File: src/rtl/sd_dat_tx_pkg.sv
// Shared definitions for the SD single-line data-block transmitter.
package sd_dat_tx_pkg;

    typedef enum logic [3:0] {
        ST_IDLE,
        ST_START,
        ST_DATA,
        ST_CRC,
        ST_END,
        ST_WAIT_ST,
        ST_STATUS,
        ST_BUSY,
        ST_DONE
    } state_e;

    // Card CRC status token meaning "data accepted".
    localparam logic [2:0] STATUS_OK = 3'b010;
    // Token reported when the card never answered.
    localparam logic [2:0] STATUS_TMO = 3'b111;

    // CRC-16 polynomial x^16 + x^12 + x^5 + 1.
    localparam logic [15:0] CRC16_POLY = 16'h1021;

    // One serial step of the CRC-16 register for a single data bit.
    function automatic logic [15:0] crc16_step(input logic [15:0] crc, input logic din);
        logic fb;
        fb = crc[15] ^ din;
        return {crc[14:0], 1'b0} ^ (fb ? CRC16_POLY : 16'h0000);
    endfunction

endpackage

File: src/rtl/sd_dat_tx_crc16.sv
// Serial CRC-16 generator: accumulates in data mode, shifts the result out MSB-first in unload mode.
module sd_dat_tx_crc16
    import sd_dat_tx_pkg::*;
(
    input  logic iclk,
    input  logic irst,
    input  logic ien,
    input  logic iunload,
    input  logic idin,
    output logic omsb
);

    logic [15:0] crc_q;
    logic [15:0] crc_d;

    // Next CRC value: hold, accumulate one bit, or shift towards the output.
    always_comb begin
        crc_d = crc_q;
        if (ien) begin
            if (iunload) begin
                crc_d = {crc_q[14:0], 1'b0};
            end else begin
                crc_d = crc16_step(crc_q, idin);
            end
        end
    end

    // CRC register with synchronous clear.
    always_ff @(posedge iclk) begin
        if (irst) begin
            crc_q <= 16'h0000;
        end else begin
            crc_q <= crc_d;
        end
    end

    assign omsb = crc_q[15];

endmodule

File: src/rtl/sd_dat_tx.sv
// SD DAT0 block transmitter: start bit, payload, CRC-16, end bit, then CRC status and busy wait.
module sd_dat_tx
    import sd_dat_tx_pkg::*;
#(
    parameter int unsigned BLOCK_BYTES    = 512,
    parameter int unsigned STATUS_TIMEOUT = 64,
    parameter int unsigned BUSY_TIMEOUT   = 65535
) (
    input  logic                           iclk,
    input  logic                           irst,
    input  logic                           istart,
    output logic [$clog2(BLOCK_BYTES)-1:0] oaddr,
    input  logic [7:0]                     idata,
    input  logic                           idat,
    output logic                           odat,
    output logic                           odat_oe,
    output logic                           obusy,
    output logic                           odone,
    output logic [2:0]                     ostatus,
    output logic                           oerr
);

    localparam int unsigned AW      = $clog2(BLOCK_BYTES);
    localparam int unsigned BW      = $clog2(BLOCK_BYTES * 8);
    localparam int unsigned TMO_MAX = (BUSY_TIMEOUT > STATUS_TIMEOUT) ? BUSY_TIMEOUT : STATUS_TIMEOUT;
    localparam int unsigned TW      = $clog2(TMO_MAX + 1);

    state_e        state_q,   state_d;
    logic          odat_q,    odat_d;
    logic          oe_q,      oe_d;
    logic [AW-1:0] addr_q,    addr_d;
    logic          busy_q,    busy_d;
    logic          done_q,    done_d;
    logic [2:0]    status_q,  status_d;
    logic          err_q,     err_d;
    logic [7:0]    shift_q,   shift_d;
    logic [BW-1:0] bit_cnt_q, bit_cnt_d;
    logic [TW-1:0] tmo_cnt_q, tmo_cnt_d;

    logic crc_en;
    logic crc_unload;
    logic crc_msb;
    logic crc_rst;

    // The CRC restarts at every block so a block aborted by reset leaves no residue.
    assign crc_rst = irst | (state_q == ST_START);

    sd_dat_tx_crc16 u_crc16 (
        .iclk    (iclk),
        .irst    (crc_rst),
        .ien     (crc_en),
        .iunload (crc_unload),
        .idin    (shift_q[7]),
        .omsb    (crc_msb)
    );

    // Frame sequencing, buffer addressing and card response handling.
    always_comb begin
        state_d    = state_q;
        odat_d     = odat_q;
        oe_d       = oe_q;
        addr_d     = addr_q;
        busy_d     = busy_q;
        done_d     = 1'b0;
        status_d   = status_q;
        err_d      = err_q;
        shift_d    = shift_q;
        bit_cnt_d  = bit_cnt_q;
        tmo_cnt_d  = tmo_cnt_q;
        crc_en     = 1'b0;
        crc_unload = 1'b0;

        case (state_q)
            ST_IDLE: begin
                odat_d = 1'b1;
                oe_d   = 1'b0;
                addr_d = '0;
                if (istart) begin
                    state_d  = ST_START;
                    busy_d   = 1'b1;
                    status_d = 3'b000;
                    err_d    = 1'b0;
                end
            end
            ST_START: begin
                odat_d    = 1'b0;
                oe_d      = 1'b1;
                shift_d   = idata;
                addr_d    = AW'(1);
                bit_cnt_d = '0;
                state_d   = ST_DATA;
            end
            ST_DATA: begin
                odat_d = shift_q[7];
                crc_en = 1'b1;
                if (bit_cnt_q[2:0] == 3'd7) begin
                    // Next byte has been on idata since the cycle after its address was issued.
                    shift_d = idata;
                    if (addr_q != AW'(BLOCK_BYTES - 1)) begin
                        addr_d = addr_q + AW'(1);
                    end
                end else begin
                    shift_d = {shift_q[6:0], 1'b0};
                end
                if (bit_cnt_q == BW'(BLOCK_BYTES * 8 - 1)) begin
                    bit_cnt_d = '0;
                    state_d   = ST_CRC;
                end else begin
                    bit_cnt_d = bit_cnt_q + BW'(1);
                end
            end
            ST_CRC: begin
                odat_d     = crc_msb;
                crc_en     = 1'b1;
                crc_unload = 1'b1;
                if (bit_cnt_q == BW'(15)) begin
                    state_d = ST_END;
                end else begin
                    bit_cnt_d = bit_cnt_q + BW'(1);
                end
            end
            ST_END: begin
                odat_d    = 1'b1;
                addr_d    = '0;
                tmo_cnt_d = '0;
                state_d   = ST_WAIT_ST;
            end
            ST_WAIT_ST: begin
                odat_d = 1'b1;
                oe_d   = 1'b0;
                if (!idat) begin
                    bit_cnt_d = '0;
                    state_d   = ST_STATUS;
                end else if (tmo_cnt_q == TW'(STATUS_TIMEOUT)) begin
                    status_d = STATUS_TMO;
                    err_d    = 1'b1;
                    state_d  = ST_DONE;
                end else begin
                    tmo_cnt_d = tmo_cnt_q + TW'(1);
                end
            end
            ST_STATUS: begin
                if (bit_cnt_q == BW'(3)) begin
                    // This cycle carries the token end bit, which is not stored.
                    err_d     = (status_q != STATUS_OK);
                    tmo_cnt_d = '0;
                    state_d   = ST_BUSY;
                end else begin
                    status_d  = {status_q[1:0], idat};
                    bit_cnt_d = bit_cnt_q + BW'(1);
                end
            end
            ST_BUSY: begin
                if (idat) begin
                    state_d = ST_DONE;
                end else if (tmo_cnt_q == TW'(BUSY_TIMEOUT)) begin
                    err_d   = 1'b1;
                    state_d = ST_DONE;
                end else begin
                    tmo_cnt_d = tmo_cnt_q + TW'(1);
                end
            end
            ST_DONE: begin
                done_d  = 1'b1;
                busy_d  = 1'b0;
                state_d = ST_IDLE;
            end
            default: begin
                state_d = ST_IDLE;
            end
        endcase
    end

    // State and output registers with synchronous reset.
    always_ff @(posedge iclk) begin
        if (irst) begin
            state_q   <= ST_IDLE;
            odat_q    <= 1'b1;
            oe_q      <= 1'b0;
            addr_q    <= '0;
            busy_q    <= 1'b0;
            done_q    <= 1'b0;
            status_q  <= 3'b000;
            err_q     <= 1'b0;
            shift_q   <= 8'h00;
            bit_cnt_q <= '0;
            tmo_cnt_q <= '0;
        end else begin
            state_q   <= state_d;
            odat_q    <= odat_d;
            oe_q      <= oe_d;
            addr_q    <= addr_d;
            busy_q    <= busy_d;
            done_q    <= done_d;
            status_q  <= status_d;
            err_q     <= err_d;
            shift_q   <= shift_d;
            bit_cnt_q <= bit_cnt_d;
            tmo_cnt_q <= tmo_cnt_d;
        end
    end

    assign odat    = odat_q;
    assign odat_oe = oe_q;
    assign oaddr   = addr_q;
    assign obusy   = busy_q;
    assign odone   = done_q;
    assign ostatus = status_q;
    assign oerr    = err_q;

endmodule

File: config.mk
export PLATFORM = sky130hd
export DESIGN_NAME = sd_dat_tx
export DESIGN_NICKNAME = d
export VERILOG_FILES = /design/src/rtl/sd_dat_tx_pkg.sv /design/src/rtl/sd_dat_tx_crc16.sv /design/src/rtl/sd_dat_tx.sv
export SDC_FILE = /design/constraint.sdc
export NUM_CORES = 1
export LEC_CHECK = 0
export ABC_AREA = 1
export CORE_AREA = 3 3 106 108
export CTS_BUF_LIST = sky130_fd_sc_hd__clkbuf_8 sky130_fd_sc_hd__clkbuf_16
export CTS_CLUSTER_DIAMETER = 60
export DETAILED_ROUTE_END_ITERATION = 16
export DIE_AREA = 0 0 109 111
export RECOVER_POWER = 50
export SLEW_MARGIN = 30
export SYNTH_ARGS = -nofsm -noshare
export SYNTH_HDL_FRONTEND = slang
export SYNTH_SLANG_ARGS = --single-unit
File: constraint.sdc
create_clock -name iclk -period 2.2 [get_ports iclk]
set_input_delay 0.33 -clock iclk [delete_from_list [all_inputs] [get_ports iclk]]
set_output_delay 0.33 -clock iclk [all_outputs]
set_load 0.005 [all_outputs]
==> results by group <==
Setup path
  • Crit Path Category: reg2reg
  • CP startpoint: oaddr[1]
  • CP required: 2.47 ns
  • Worst reg2reg startpoint: oaddr[1]
  • Crit Path Max Fanout: 8
  • Crit start category: flop
  • Setup crit end kind: flop
  • Critical Path AT: 2.25 ns

Clocking
  • Number of clock buffers inserted by TritonCTS: 9
  • Hold Buf Count CTS: 0
  • CTS tree: built
  • Sink Count: 73
  • Clock buffer depth: 2
  • CTS H-tree lvls: 3
  • Cts repair resizes: 0
  • CTS root buffer: clkbuf_8
  • Worst-skew pair later-pin latency: 0.36 ns
  • Clock slew at reported path FFs: 0.09 ns
  • Post-CTS Setup Inserts: 0

Worst hold path
  • Hold WC Path Type: reg2reg
  • Worst hold start: u_crc16.crc_q[8]

Die
  • Area of the die: 12100 µm²
  • Core area: 10300 µm²
  • Row count: 37
  • Die W: 109 µm
  • DIE HEIGHT: 111 µm
  • Starting Density: 41.0%
  • Count of boundary I/O pins: 29

GRT
  • GRT Total Usage: 18.3%
  • Vias in the first global route: 3989
  • GR Overflow Total: 0
  • Initial antenna violation count: 0
  • Largest net degree at the start of global routing: 32
  • First-pass GRT wire length: 18200 µm

Timing
  • Final worst path period share: 90.1%
  • RSZ-0062 raised after global routing: no
  • Fin crit period: 1.98 ns
  • Setup violators final: 0
  • Max Freq: 504 MHz
  • Setup TNS: 0 ns
  • Final Hold Vio Count: 0
  • Slew headroom: 66.4%
  • Worst-Margin Slew: 0.502 ns
  • Final Max Slew Viols: 0
  • Final Skew: 0.00943 ns

Final layout
  • Fin nets: 720
  • Commonest non-fill, non-tap cell in the layout: nand2_1
  • Post-route cell area: 4880 µm²
  • Ant diodes: 0
  • Commonest cells after routing, fill and taps aside: 158 x nand2_1, 118 x nor2_1, 76 x inv_1
  • Layout cell share with drive strength beyond 1: 7.64%
  • Area Overhead vs Synth: 15.3%

Yosys
  • Register area share after synthesis: 34.5%
  • Post-synth EDFFs: 0
  • #FFs+latches synth: 73
  • Yosys cell types: 37
  • Async SR Flop Fraction: 0%
  • Syn avg cell area: 6.34 µm²
  • Yosys warns: 0
  • Post-Syn Nets: 686
  • Cell Area, Synth: 4240 µm²
  • Top FF cell, synth: dfxtp_1
  • Mapped Cells: 668

Placement
  • Post-DP Area: 4690 µm²
  • Port Buf Inserts: 28
  • Gpl congestion: 0.895
  • Final HPWL DP: 7540 µm

Route
  • Vias: 4184
  • DRT Wirelength: 10500 µm
  • # DRC: 0
  • Routed Antenna Nets: 0
  • Avg WL per Cell: 12.4 µm
  • DRT iter0 DRCs: 246
  • TritonRoute pass-1 iters: 7
  • Via/cell ratio: 4.96

Outcome
  • Status: finished clean

Power
  • Peak VDD IR: 0.474 mV
  • Pleak: 2.10 nW
  • Pwr dens: 986 nW/µm²

Run
  • Max-cap viol count: 0
[state kept, by name (all words and copies together), names as in the netlist]
register	flops
bit_cnt_q	12
odat	1
oerr	1
shift_q	8
oaddr	9
u_crc16.crc_q	16
ostatus	3
odat_oe	1
obusy	1
state_q	4
tmo_cnt_q	16
odone	1
[kinds of logic (layout without fill, tap and decap cells)]
family | after synthesis | count (layout) | share of synthesized area [%]
and+or+nand+nor | 376 | 376 | 38.6
AOI/OAI and AO/OA | 105 | 105 | 13.7
adders and majority gates | 6 | 6 | 1.77
buffers and inverters | 97 | 136 | 9.10
DFF | 73 | 73 | 34.5
xor gates and xnor gates | 11 | 11 | 2.27
[area by class of cell]
class | instances | area (µm²)
well taps | 136 | 170
multi-input cells | 498 | 2380
inverters | 81 | 305
flip-flops and latches | 73 | 1460
clock inverters | 7 | 78.8
clock buffers | 9 | 124
repair buffers | 39 | 357
fillers | 1082 | 5440
[cell usage after synthesis, drive strengths merged (2+ instances only)]
| cell type | n | area share, % |
|---|---|---|
| clkinv | 2 | 0.21 |
| clkbuf | 10 | 0.89 |
| nand3 | 59 | 7.3 |
| nand4 | 8 | 1.2 |
| nand2 | 167 | 16 |
| o21bai | 7 | 1.3 |
| buf | 6 | 1.0 |
| nand3b | 2 | 0.35 |
| nor2 | 126 | 12 |
| a31oi | 2 | 0.30 |
| xor2 | 11 | 2.3 |
| a211oi | 6 | 1.1 |
| o21ai | 33 | 3.9 |
| dfxtp | 73 | 35 |
| ha | 6 | 1.8 |
| inv | 79 | 7.0 |
| and2 | 2 | 0.30 |
| nor3 | 9 | 1.1 |
| o211ai | 3 | 0.53 |
| a21oi | 52 | 6.2 |
[worst paths after layout]
kind | end | slack, ns | cells after the start
worst min-delay path | u_crc16.crc_q[8] | 0.46 | 2
worst min register to register | u_crc16.crc_q[8] | 0.46 | 2
worst max-delay path | oaddr[3] | 0.22 | 12
worst max register to register | oaddr[3] | 0.22 | 12
[metal layers]
layer	routed length (µm)	part of all wire, %	global-route usage (%)
met1	5200	50	25.4
met2	4730	45	28.2
met3	358	3.4	2.68
met4	166	1.6	7.32
met5	0	0	0
[report_power, final]
group | internal, mW | switching, mW | total (mW) | leakage (nW)
Combinational | 0.650 | 1.27 | 1.92 | 1.40
Sequential | 1.59 | 0.196 | 1.79 | 0.595
Clock | 0.535 | 0.572 | 1.11 | 0.0977
[through the flow]
stage	instances	power, mW	worst slack [ns]	utilization, %	hold slack (ns)
finish	843	4.81	0.217	47.3	0.460
global route	843	5.24	0.00572	47.3	0.484
CTS	843	4.89	0.155	47.4	0.465
detailed placement	827	3.76	0.169	45.4	0.449
global placement	827	3.74	0.276	45.4	0.437
floorplan	668	3.22	0.383	-	0.430
[worst max-delay path, cell delays in order, from the launching register on]
cell and delay (ns):
dfxtp_1 0.38, ha_1 0.21, inv_1 0.07, nor4_2 0.29
nand2_1 0.09, nor2_1 0.10, ha_1 0.15, o21ai_1 0.07
nand2_2 0.16, inv_2 0.10, nand2_2 0.09, xor2_1 0.14
nor2_1 0.05
Note: power is estimated with default switching activity, not from simulation.
